--- src/rtl/bin_to_bcd_seq.sv ---
// bin_to_bcd_seq: sequential double-dabble binary to 4-digit BCD converter.
// One iteration per clock; fixed latency of BIN_WIDTH OP cycles plus one
// DONE cycle. Digits wrap modulo 10000 (carry out of thousands dropped).
// Optional macro BIN_TO_BCD_SAT_EN: when defined, inputs above 9999 saturate
// the display to 9999 and raise overflow; when undefined overflow is tied 0.
module bin_to_bcd_seq #(
    parameter int BIN_WIDTH = 14
) (
    input  logic                 clk,
    input  logic                 reset,
    input  logic                 start,
    input  logic [BIN_WIDTH-1:0] bin,
    output logic                 ready,
    output logic                 done_tick,
    output logic [3:0]           bcd_out [0:3],
    output logic                 overflow
);

    localparam int CNT_W = $clog2(BIN_WIDTH + 1);

    typedef enum logic [1:0] {
        S_IDLE = 2'd0,
        S_OP   = 2'd1,
        S_DONE = 2'd2
    } state_t;

    state_t               r_state;
    logic [CNT_W-1:0]     r_cnt;
    logic [BIN_WIDTH-1:0] r_shift;
    logic [15:0]          r_digits;
    logic [3:0]           r_bcd [0:3];
    logic                 r_ready;
    logic                 r_done;

    // Digits after the add-3 correction. The thousands digit keeps only its
    // low three bits: its top bit would shift out and is deliberately lost.
    logic [14:0]          w_adj;
    logic [15:0]          w_digits_nxt;
    logic [BIN_WIDTH-1:0] w_shift_nxt;
    logic                 w_last;

    function automatic logic [3:0] add3(input logic [3:0] d);
        return (d >= 4'd5) ? d + 4'd3 : d;
    endfunction

    // One double-dabble step: correct every digit, then shift the whole
    // {digits, shift register} chain left by one.
    always_comb begin
        w_adj        = {3'(add3(r_digits[15:12])), add3(r_digits[11:8]),
                        add3(r_digits[7:4]), add3(r_digits[3:0])};
        w_digits_nxt = {w_adj, r_shift[BIN_WIDTH-1]};
        w_shift_nxt  = r_shift << 1;
        w_last       = (r_cnt == CNT_W'(1));
    end

`ifdef BIN_TO_BCD_SAT_EN
    logic r_big;
    logic r_overflow;
    assign overflow = r_overflow;
`else
    assign overflow = 1'b0;
`endif

    // Control FSM, datapath and registered outputs in one sequential block.
    always_ff @(posedge clk or posedge reset) begin
        if (reset) begin
            r_state  <= S_IDLE;
            r_cnt    <= '0;
            r_shift  <= '0;
            r_digits <= '0;
            r_ready  <= 1'b1;
            r_done   <= 1'b0;
            for (int i = 0; i < 4; i++) r_bcd[i] <= 4'd0;
`ifdef BIN_TO_BCD_SAT_EN
            r_big      <= 1'b0;
            r_overflow <= 1'b0;
`endif
        end else begin
            r_done <= 1'b0;
            case (r_state)
                S_IDLE: begin
                    r_ready <= 1'b1;
                    if (start) begin
                        r_shift  <= bin;
                        r_digits <= '0;
                        r_cnt    <= CNT_W'(BIN_WIDTH);
                        r_ready  <= 1'b0;
                        r_state  <= S_OP;
`ifdef BIN_TO_BCD_SAT_EN
                        r_big    <= (32'(bin) > 32'd9999);
`endif
                    end
                end
                S_OP: begin
                    r_digits <= w_digits_nxt;
                    r_shift  <= w_shift_nxt;
                    r_cnt    <= r_cnt - CNT_W'(1);
                    if (w_last) begin
                        // Final iteration: publish its result directly so the
                        // outputs are valid during the DONE cycle itself.
                        r_state <= S_DONE;
                        r_done  <= 1'b1;
                        for (int i = 0; i < 4; i++) begin
`ifdef BIN_TO_BCD_SAT_EN
                            r_bcd[i] <= r_big ? 4'd9 : w_digits_nxt[4*i +: 4];
`else
                            r_bcd[i] <= w_digits_nxt[4*i +: 4];
`endif
                        end
`ifdef BIN_TO_BCD_SAT_EN
                        r_overflow <= r_big;
`endif
                    end
                end
                S_DONE: begin
                    r_state <= S_IDLE;
                    r_ready <= 1'b1;
                end
                default: begin
                    r_state <= S_IDLE;
                    r_ready <= 1'b1;
                end
            endcase
        end
    end

    assign ready     = r_ready;
    assign done_tick = r_done;

    for (genvar g = 0; g < 4; g++) begin : g_out
        assign bcd_out[g] = r_bcd[g];
    end

endmodule
--- config.mk ---
export PLATFORM = sky130hd
export DESIGN_NAME = bin_to_bcd_seq
export DESIGN_NICKNAME = d
export VERILOG_FILES = /design/src/rtl/bin_to_bcd_seq.sv
export SDC_FILE = /design/constraint.sdc
export NUM_CORES = 1
export LEC_CHECK = 0
export ABC_AREA = 1
export BUFFER_PORTS_ARGS = -buffer_cell sky130_fd_sc_hd__buf_2
export CORE_MARGIN = 2
export CORE_UTILIZATION = 52
export DETAILED_ROUTE_END_ITERATION = 6
export PLACE_DENSITY_LB_ADDON = 0.2
export RECOVER_POWER = 100
export SETUP_SLACK_MARGIN = 0.3
export SYNTH_ARGS = -nofsm -noshare
export SYNTH_HDL_FRONTEND = slang
export SYNTH_SLANG_ARGS = --single-unit
--- constraint.sdc ---
create_clock -name clk -period 1.65 [get_ports clk]
set_input_delay 0.2475 -clock clk [delete_from_list [all_inputs] [get_ports clk]]
set_output_delay 0.2475 -clock clk [all_outputs]
set_load 0.02 [all_outputs]
== Word-level counts from Yosys, hierarchy flattened ==
Cells that the tools add are included.
Storage, ports and cells
  register bits: 54
  bits of input ports: 17
  output and inout bits: 19
  word-level logic and storage cells: 45
Cells by class
  add/subtract/negate cells: 5
  $lt $le $gt $ge: 4
  equality and inequality tests: 4
  multiplexer cells: 17
  reduce and logical (&&, ||, !) cells: 5
Operators with widths (count)
  16-bit case mux with 2 select lines: 1
  14-bit case mux with 2 select lines: 1
  4-bit by 3-bit >= comparator with 1-bit output (second input constant): 4
  16-bit 2-to-1 mux: 1
  4-bit 2-to-1 mux: 4
  14-bit 2-to-1 mux: 1
  4-bit by 2-bit adder with 4-bit output (second input constant): 3
  4-bit case mux with 2 select lines: 1
  2-bit AND reduction: 3
  4-bit by 1-bit equality test with 1-bit output (second input constant): 1
  2-bit 2-to-1 mux: 2
  2-bit != test (second input constant): 2
  2-bit case mux with 2 select lines: 1
  4-bit by 1-bit subtractor with 4-bit output (second input constant): 1
  3-bit by 2-bit adder with 3-bit output (second input constant): 1
  1-bit 2-to-1 mux: 3
  3-bit 2-to-1 mux: 1
  2-bit by 1-bit equality test with 1-bit output (second input constant): 1
  2-bit zero test: 1
  1-bit case mux with 2 select lines: 1
  2-bit nonzero test: 1

== Logic depth before layout (Yosys ltp) ==
Gate-level depths: netlist of run 1.
  depth after elaboration: 3
  mapped depth: 8
  gate-level depth less buffers: 8

== Worst setup path before layout of run 1 ==
Ideal clock, no wire load.
  path kind: flip-flop to flip-flop
  start point: register r_cnt[1]
  end point: register r_bcd, in the netlist bcd_out[0]
  library setup time: 0.118 ns
  arrival: 1.168 ns
  data required time: 1.532 ns
  slack: 0.364 ns
  stages on the path, launching flop included: 9
  path buffers: 1
  clock period less this slack: 1.286 ns
  cells stage by stage: dfrtp_1 inv_1 ha_1 nand3_2 nor2_8 inv_4 buf_6 nand2_1 nand2_1
On the way
  cells in the longest elaborated chain, start to end: 2
RTL lines
  start, declared: line 28  | logic [CNT_W-1:0] r_cnt;
  start signal, assigned: line 86  | r_cnt <= CNT_W'(BIN_WIDTH);
  start signal, assigned: line 97  | r_cnt <= r_cnt - CNT_W'(1);
  4-bit by 1-bit equality test with 1-bit output: line 53  | w_last = (r_cnt == CNT_W'(1));
  2-bit AND reduction (no source line)
  end signal, assigned by index: line 107  | r_bcd[i] <= w_digits_nxt[4*i +: 4];
  end, declared: line 31  | logic [3:0] r_bcd [0:3];
No other way between the ends.
A chain may end at the register's enable or synchronous reset.

== Final worst setup path of run 1 ==
  start point: register r_cnt[1]
  end point: register r_bcd, in the netlist bcd_out[9]
The elaborated chain is that of the path after synthesis.

==> summary.txt, run 1 <==
Logic synthesis
  – Post-synthesis sequential area ratio: 49.1%
  – Synthesized area per cell: 8.10 um^2
  – Syn Inst Count: 340
  – Yosys warning total: 0
  – Yosys cell types: 26
  – Seq cells post-synth: 54
  – Net Count, Synth: 367
  – Syn Std Cell Area: 2750 um^2

Route
  – DRC: 0
  – Antenna viol nets, final: 0
  – Routed vias: 2260
  – Initial DRC Count: 159
  – Vias per Instance: 4.91
  – WL final: 5320 um
  – TritonRoute pass-1 iters: 4
  – Wire length per cell: 11.6 um

Floorplan
  – Die span in x: 76.8 um
  – Die Footprint: 5890 um^2
  – Num rows: 26
  – Ports: 36
  – Core area: 5110 um^2
  – Initial Util: 53.9%
  – Chip height: 76.8 um

Layout
  – Seq. cell area: 1350 um^2
  – Ant. Diodes: 0
  – Area of the multi-input gates: 1230 um^2
  – Layout cells sized above 1: 17.9%
  – Cell area after layout: 3260 um^2
  – Nets: 417
  – Layout area overhead: 18.3%
  – Final Util: 63.8%
  – FILL cells: 468

Job
  – Max-Cap Viols: 0

Setup path
  – Reg-to-reg startpoint: r_cnt[1]$_DFFE_PP0P_
  – Flop2flop setup slack: 0.26 ns
  – Worst-path fanout max: 6
  – Reg2Reg Depth: 7
  – Critical Path AT: 1.64 ns
  – Path type of the worst setup path: reg2reg
  – Crit end category: flop
  – Crit path required time: 1.90 ns
  – Capturing point of the worst reg2reg path: bcd_out[9]$_DFFE_PP0P_
  – Startpoint types: flop

Power
  – Leak pwr: 1.70 nW
  – Power per Cell Area: 1990 nW/um^2
  – Tot Pwr: 6.49 mW
  – Peak supply drop: 0.000916 V

Global routing
  – Initial antenna violation count: 0
  – Gr usage total: 18.1%
  – Final global-route overflow total: 0
  – Vias in the first global route: 2007
  – Maximum number of pins on one net before global-route repair: 55
  – First-pass GRT wire length: 8800 um

Placement
  – HPWL Detailed: 3510 um
  – Port-buffer cells: 34
  – RePlAce Congestion: 0.864
  – Area after DPL: 2960 um^2

Timing
  – Max-slew violations: 0
  – TNS Setup: 0 ns
  – Period utilization: 84.0%
  – Clock skew: 0.00735 ns
  – RSZ-0062 raised after global routing: yes
  – Final hold vios: 0
  – Minimum clock period: 1.39 ns
  – Final setup vio count: 0
  – Fmax: 722 MHz

Outcome
  – Status: finished clean

Clock network
  – Maximum clock insertion buffer count: 2
  – Worst skew pair latency: 0.30 ns
  – Clock Sink Count: 54
  – H-tree depth: 2
  – Clk root buf: clkbuf_8
  – CTS tree: yes
  – CTS Hold Buffers Added: 0
  – Cts bufs inserted: 5
  – Reg clk slew, reported paths: 0.09 ns

Hold path
  – Min-Delay Path Class: in2async
## state kept, by name (all words and copies together) (netlist names)
name and flops:
r_cnt 4, done_tick 1, r_state 2, r_shift 14
bcd_out 16, ready 1, r_digits 16
## stage by stage
step	setup slack, ns	instances	hold WS, ns
global route	0.171	460	0.0417
CTS	0.298	452	0.0137
detailed placement	0.198	438	0.348
finish	0.264	460	0.0267
global placement	0.217	438	0.340
floorplan	0.364	340	0.315
## report_power, final
group / internal, mW / total [mW] / switching [mW]
Clock: 0.486 / 0.887 / 0.401
Combinational: 1.22 / 3.31 / 2.09
Sequential: 1.92 / 2.30 / 0.373
Total: 3.62 / 6.49 / 2.86
## cell usage after synthesis
library cell / number / area [um^2]
nand3_2: 1 / 10.0
nor3_1: 1 / 5.00
ha_1: 10 / 125
inv_1: 38 / 143
nand2_1: 133 / 499
nand2_4: 2 / 22.5
o21ai_2: 1 / 8.76
inv_2: 2 / 7.51
nor2_1: 2 / 7.51
a21boi_0: 3 / 22.5
dfrtp_1: 53 / 1330
inv_4: 1 / 6.26
buf_2: 2 / 10.0
dfstp_2: 1 / 26.3
nand2_2: 1 / 6.26
o22ai_1: 1 / 6.26
o211ai_1: 1 / 7.51
nand3_1: 34 / 170
buf_6: 6 / 67.6
buf_4: 3 / 22.5
buf_8: 1 / 15.0
o21ai_1: 2 / 10.0
o21ai_0: 31 / 155
conb_1: 1 / 3.75
nand4_1: 8 / 50.1
nor2_8: 1 / 20.0
## placed cells by master (no fill, tap or decap), types with 2 or more instances in the layout
cell type and count:
clkbuf_1 20, nand4_1 8, nand2_4 2, nand3_1 31
inv_1 31, clkbuf_4 2, nor2_1 2, buf_2 16
buf_4 12, o21ai_1 2, dfrtp_1 52, a21boi_4 2
nand3_2 2, inv_2 7, ha_1 9, nand3_4 2
clkinvlp_2 2, buf_6 3, nand2_2 4, nand2_1 130
o21ai_0 31, clkbuf_8 6
## final cells by class
class,instances,share of cell area [%]
sequential,54,41.6
multi-input combinational,234,37.6
timing repair buffer,54,9.64
inverter,41,5.03
tap,70,2.69
clock buffer,6,2.53
clock inverter,1,0.922
## how the worst max path moves through the flow
stage	from	slack, ns	end
CTS	r_cnt[1]$_DFFE_PP0P_	0.30	bcd_out[13]$_DFFE_PP0P_
floorplan	r_cnt[1]$_DFFE_PP0P_	0.36	bcd_out[0]$_DFFE_PP0P_
global placement	r_cnt[1]$_DFFE_PP0P_	0.22	bcd_out[12]$_DFFE_PP0P_
global route	r_cnt[1]$_DFFE_PP0P_	0.17	bcd_out[9]$_DFFE_PP0P_
finish	r_cnt[1]$_DFFE_PP0P_	0.26	bcd_out[9]$_DFFE_PP0P_
detailed placement	r_cnt[1]$_DFFE_PP0P_	0.20	bcd_out[12]$_DFFE_PP0P_
## routing by layer
| layer | routed length [um] | track usage, % |
|---|---|---|
| met2 | 2420 | 29.9 |
| met4 | 46 | 5.09 |
| met1 | 2610 | 24.4 |
| met3 | 240 | 3.53 |
| met5 | 0 | 0 |
## cell families after synthesis
family | count (synthesis) | share of synthesized area [%]
and+or+nand+nor | 183 | 28.7
DFF | 54 | 49.1
buffers and inverters | 53 | 9.86
AOI/OAI and AO/OA | 39 | 7.63
adders and majority gates | 10 | 4.54
other | 1 | 0.136
## critical path, cell delays in order (launching register included)
cell      delay, ns
dfrtp_1        0.39
inv_1          0.12
ha_4           0.15
nand3_4        0.11
nor2_8         0.19
clkbuf_1       0.21
nand3_1        0.11
nand2_1        0.06
## what timing repair did
item,4_1_cts,5_1_grt
setup endpoints to repair,22,45
cloned,0,1
resized for setup,12,26
pin swaps,1,4
endpoints found under the hold margin,0,0
setup buffers,7,7
Note: power is estimated with default switching activity, not from simulation.
==> run 2, diff against run 1 <==
Settings changed: ABC_AREA 1 to 0, CORE_UTILIZATION 52 to 56.
Clock period 1.65 ns to 1.4 ns, I/O delays scaled along.
==> run 2 against run 1 <==
  * The run now fails in 5_1_grt
  * Synthesized area decreased by 7.7%
  * Synthesized cell count decreased by 21%
==> summary.txt, run 2 <==
Logic synthesis
  – Largest area contributor in the netlist: dfrtp_1 (unchanged)
  – Compound-Gate Fraction of Synth Area: 13.7% (was 7.63%)
  – Synth Flop Type: dfrtp_1 (unchanged)
  – Post-synthesis sequential area ratio: 53.2% (was 49.1%)
  – Adder-cell share of the synthesized area: 4.92% (was 4.54%)
  – Xor/xnor share of the synthesized area: 1.72% (was 0%)
  – Fraction of the mapped netlist area in simple logic gates: 19.6% (was 28.7%)
  – Net Count, Synth: 297 (was 367)
  – Yosys warning total: 0 (unchanged)
  – Syn Inst Count: 270 (was 340)
  – Yosys cell types: 29 (was 26)
  – Seq cells post-synth: 54 (unchanged)
  – Fraction of registers with async set/reset: 100% (unchanged)
  – Main combinational cell family by area after synthesis: simple AND/OR/NAND/NOR gates (unchanged)
  – Syn Std Cell Area: 2540 um^2 (was 2750 um^2)
  – Mux cell area share after synthesis: 1.77% (was 0%)
  – Yosys top cell area share: 52.2% (was 48.2%)
  – Post-synth EDFFs: 0 (unchanged)
  – Synthesized area per cell: 9.42 um^2 (was 8.10 um^2)
  – Synth top cells by count: dfrtp_1 (53), nand2_1 (50), o21ai_1 (30) (was nand2_1 (133), dfrtp_1 (53), inv_1 (38))
  – Most common cell in the synthesized netlist: dfrtp_1 (was nand2_1)
  – Top cells by area, synth: dfrtp_1 (52%), nand2_1 (7.4%), o21ai_1 (5.9%) (was dfrtp_1 (48%), nand2_1 (18%), nand3_1 (6.2%))

Placement
  – Pre-CTS WS: -0.00966 ns (was 0.198 ns)
  – RePlAce Congestion: 0.784 (was 0.864)
  – Port-buffer cells: 34 (unchanged)
  – HPWL Detailed: 3630 um (was 3510 um)

Global routing
  – Maximum number of pins on one net before global-route repair: 55

Timing
  – Post-GRT worst EP: bcd_out[6]$_DFFE_PP0P_/D
  – Kind of the worst endpoint: sequential cell input

Floorplan
  – Die span in x: 71.4 um (was 76.8 um)
  – Chip height: 71.4 um (was 76.8 um)
  – Num rows: 24 (was 26)
  – Initial Util: 58.4% (was 53.9%)
  – Ports: 36 (unchanged)

Clock network
  – H-tree depth: 2 (unchanged)
  – Clk root buf: clkbuf_8 (unchanged)
  – Clock Sink Count: 54 (unchanged)
  – Cts bufs inserted: 5 (unchanged)
  – Maximum clock insertion buffer count: 2 (unchanged)

Outcome
  – Status: aborted with a tool error (was finished clean)
  – Stopped at: 5_1_grt
  – Run Error: [ERROR DPL-0038] Utilization greater than 100%, impossible to legalize
run 2: cell count changes after synthesis, moves of 8 or more:
cell | before | now
a21oi_1 | 0 | 8
a31oi_1 | 0 | 17
buf_2 | 2 | 10
inv_1 | 38 | 12
nand2_1 | 133 | 50
nand3_1 | 34 | 11
nand4_1 | 8 | 0
nor2_1 | 2 | 22
o21ai_0 | 31 | 9
o21ai_1 | 2 | 30
run 2: what timing repair did:
| item | in CTS |
|---|---|
| cloned | 9 |
| gates resized for setup | 106 |
| setup endpoints to repair | 55 |
| buffers inserted | 23 |
| hold endpoints to repair | 53 |
| hold buffers | 1 |
| pin swaps | 39 |
run 2: through the flow:
step | area [um^2] | std cells | utilization [%] | hold slack [ns]
after global placement | 3060 | 357 | 70.3 | 0.301
after detailed placement | 3060 | 357 | 70.3 | 0.308
after CTS | 3990 | 398 | 91.6 | 0.102
after floorplan | 2750 | 270 | - | 0.277
run 2: cells by family after synthesis:
kind of cell             count (synthesis)
adder cells (fa/ha/maj)                 10
AO/OA/AOI/OAI                           65
buffers and inverters                   26
other                                    1
XOR/XNOR                                 5
flip-flops                              54
multiplexers                             4
AND/OR/NAND/NOR                        105
==> run 3, diff against run 2 <==
Settings changed: CORE_UTILIZATION 56 to 40, PLACE_DENSITY_LB_ADDON 0.2 to 0.15, SETUP_SLACK_MARGIN 0.3 to unset.
==> run 3 against run 2 <==
  * Synthesized cell count did not move
  * The flow now finishes, with violations (setup timing)
  * Synthesized area did not move
==> summary.txt, run 3 <==
Logic synthesis
  – Mux cell area share after synthesis: 1.77% (unchanged)
  – Compound-Gate Fraction of Synth Area: 13.7% (unchanged)
  – Synthesized area per cell: 9.42 um^2 (unchanged)
  – Post-synth EDFFs: 0 (unchanged)
  – Syn Std Cell Area: 2540 um^2 (unchanged)
  – Largest area contributor in the netlist: dfrtp_1 (unchanged)
  – Xor/xnor share of the synthesized area: 1.72% (unchanged)
  – Yosys warning total: 0 (unchanged)
  – Fraction of registers with async set/reset: 100% (unchanged)
  – Syn Inst Count: 270 (unchanged)
  – Synth top cells by count: dfrtp_1 (53), nand2_1 (50), o21ai_1 (30) (unchanged)
  – Net Count, Synth: 297 (unchanged)
  – Yosys top cell area share: 52.2% (unchanged)
  – Most common cell in the synthesized netlist: dfrtp_1 (unchanged)
  – Fraction of the mapped netlist area in simple logic gates: 19.6% (unchanged)
  – Yosys cell types: 29 (unchanged)
  – Top cells by area, synth: dfrtp_1 (52%), nand2_1 (7.4%), o21ai_1 (5.9%) (unchanged)
  – Post-synthesis sequential area ratio: 53.2% (unchanged)
  – Seq cells post-synth: 54 (unchanged)
  – Main combinational cell family by area after synthesis: simple AND/OR/NAND/NOR gates (unchanged)
  – Synth Flop Type: dfrtp_1 (unchanged)
  – Adder-cell share of the synthesized area: 4.92% (unchanged)

Timing
  – RSZ-0062 raised after global routing: yes
  – Final setup vio count: 6
  – Fin worst setup slack: -0.0261 ns
  – Worst slew pin tran: 0.753 ns
  – Clock skew: 0.0102 ns
  – Max-slew violations: 0
  – Fmax: 701 MHz
  – Period utilization: 102%
  – Minimum clock period: 1.43 ns
  – TNS Setup: -0.0969 ns
  – Min Hold Slack: 0.101 ns
  – Rel. slew slack: 49.8%
  – Final hold vios: 0

Route
  – Wire length per cell: 14.0 um
  – Routed vias: 2088
  – WL final: 5790 um
  – Vias per Instance: 5.04
  – Antenna viol nets, final: 0
  – TritonRoute pass-1 iters: 4
  – Initial DRC Count: 144
  – DRC: 0

Layout
  – FILL cells: 570
  – Layout area overhead: 35.6%
  – Nets: 363
  – Final Util: 55.3%
  – Cell area after layout: 3450 um^2
  – Ant. Diodes: 0
  – Commonest non-fill, non-tap cell in the layout: dfrtp_1
  – Layout cells sized above 1: 36.5%
  – Commonest non-fill, non-tap cells in the layout: dfrtp_1 (53), nand2_1 (44), buf_4 (28)

Placement
  – HPWL Detailed: 3490 um (was 3630 um)
  – Area after DPL: 2980 um^2 (was 3060 um^2)
  – RePlAce Congestion: 0.819 (was 0.784)
  – Port-buffer cells: 34 (unchanged)

Floorplan
  – Die Footprint: 7010 um^2
  – Ports: 36 (unchanged)
  – Die span in x: 83.7 um (was 71.4 um)
  – Num rows: 29 (was 24)
  – Initial Util: 40.7% (was 58.4%)
  – Chip height: 83.7 um (was 71.4 um)
  – Core area: 6240 um^2

Clock network
  – CTS tree: yes
  – Clock Sink Count: 54 (unchanged)
  – Maximum clock insertion buffer count: 2 (unchanged)
  – Clk root buf: clkbuf_8 (unchanged)
  – Reg clk slew, reported paths: 0.10 ns
  – Cts bufs inserted: 5 (unchanged)
  – Worst skew pair latency: 0.31 ns
  – H-tree depth: 2 (unchanged)

Global routing
  – First-pass GRT wire length: 9080 um
  – Final global-route overflow total: 0
  – Initial antenna violation count: 0
  – Gr usage total: 15.8%
  – Vias in the first global route: 1892
  – Maximum number of pins on one net before global-route repair: 55

Setup path
  – Crit path required time: 1.63 ns
  – Startpoint types: flop
  – Crit end category: flop
  – Worst-path fanout max: 3
  – Path type of the worst setup path: reg2reg
  – Flop2flop setup slack: -0.03 ns
  – Critical Path AT: 1.66 ns

Job
  – Max-Cap Viols: 0

Hold path
  – Min-Delay Path Class: in2reg

Outcome
  – Status: finished, violations left (was aborted with a tool error)
  – Failing checks: setup timing

Power
  – Peak supply drop: 0.00109 V
  – Power per Cell Area: 2470 nW/um^2
  – Leak pwr: 1.55 nW
-- run 3: final timing paths --
path / cells after the start / endpoint / startpoint
min in group asynchronous: 4 / bcd_out[12]$_DFFE_PP0P_ / reset
max: 6 / bcd_out[10]$_DFFE_PP0P_ / r_digits[5]$_DFFE_PP0P_
max reg2reg: 6 / bcd_out[10]$_DFFE_PP0P_ / r_digits[5]$_DFFE_PP0P_
min: 3 / r_shift[0]$_DFFE_PP0P_ / bin[0]
max in group asynchronous: 4 / r_state[0]$_DFFE_PP0P_ / reset
min reg2reg: 2 / bcd_out[6]$_DFFE_PP0P_ / bcd_out[6]$_DFFE_PP0P_
-- run 3: repair_timing --
action | in CTS | in global routing
gates cloned | 0 | 2
setup endpoints to repair | 18 | 28
resized for setup | 26 | 35
endpoints found under the hold margin | 53 | 0
hold buffers | 1 | 0
pin swaps | 6 | 9
buffers inserted | 5 | 5
-- run 3: kinds of logic after synthesis --
| family | count (synthesis) |
|---|---|
| AND/OR/NAND/NOR | 105 |
| AO/OA/AOI/OAI | 65 |
| flip-flops | 54 |
| buffers and inverters | 26 |
| adder cells (fa/ha/maj) | 10 |
| XOR/XNOR | 5 |
| multiplexers | 4 |
| other | 1 |
-- run 3: layout make-up --
class	instances	area [um^2]	area share, %
inverters	13	60.1	1.74
well taps	77	96.3	2.79
clock buffers	6	82.6	2.39
flip-flops and latches	54	1350	39.2
multi-input cells	190	1340	38.9
clock inverters	2	17.5	0.508
repair buffers	72	497	14.4
-- run 3: metal layers --
metal | vias up | global-route usage, % | routed length, um
li1 | 1042 | - | -
met1 | 1004 | 22.8 | 2700
met2 | 35 | 24.7 | 2860
met3 | 7 | 2.37 | 154
met4 | 0 | 4.84 | 70
met5 | - | 0 | 0
-- run 3: report_power, final --
part | switching (mW) | internal (mW) | total [mW]
sequential | 0.617 | 2.29 | 2.90
combinational | 2.43 | 2.24 | 4.67
clock | 0.532 | 0.408 | 0.940
total | 3.58 | 4.93 | 8.52
-- run 3: through the flow --
stage	power (mW)	instances	worst slack (ns)
2_1_floorplan	5.38	270	0.00287
3_3_place_gp	6.49	393	-0.0152
3_5_place_dp	6.58	393	-0.0751
4_1_cts	8.08	407	-0.0209
5_1_grt	9.20	414	-0.0949
6_report	8.52	414	-0.0261
-- run 3: worst max-delay path, stage by stage, from the launching register on --
cell	delay [ns]
dfrtp_1	0.38
inv_2	0.07
ha_2	0.17
nand2b_4	0.14
a21oi_4	0.14
mux2_4	0.33
o21ai_1	0.12
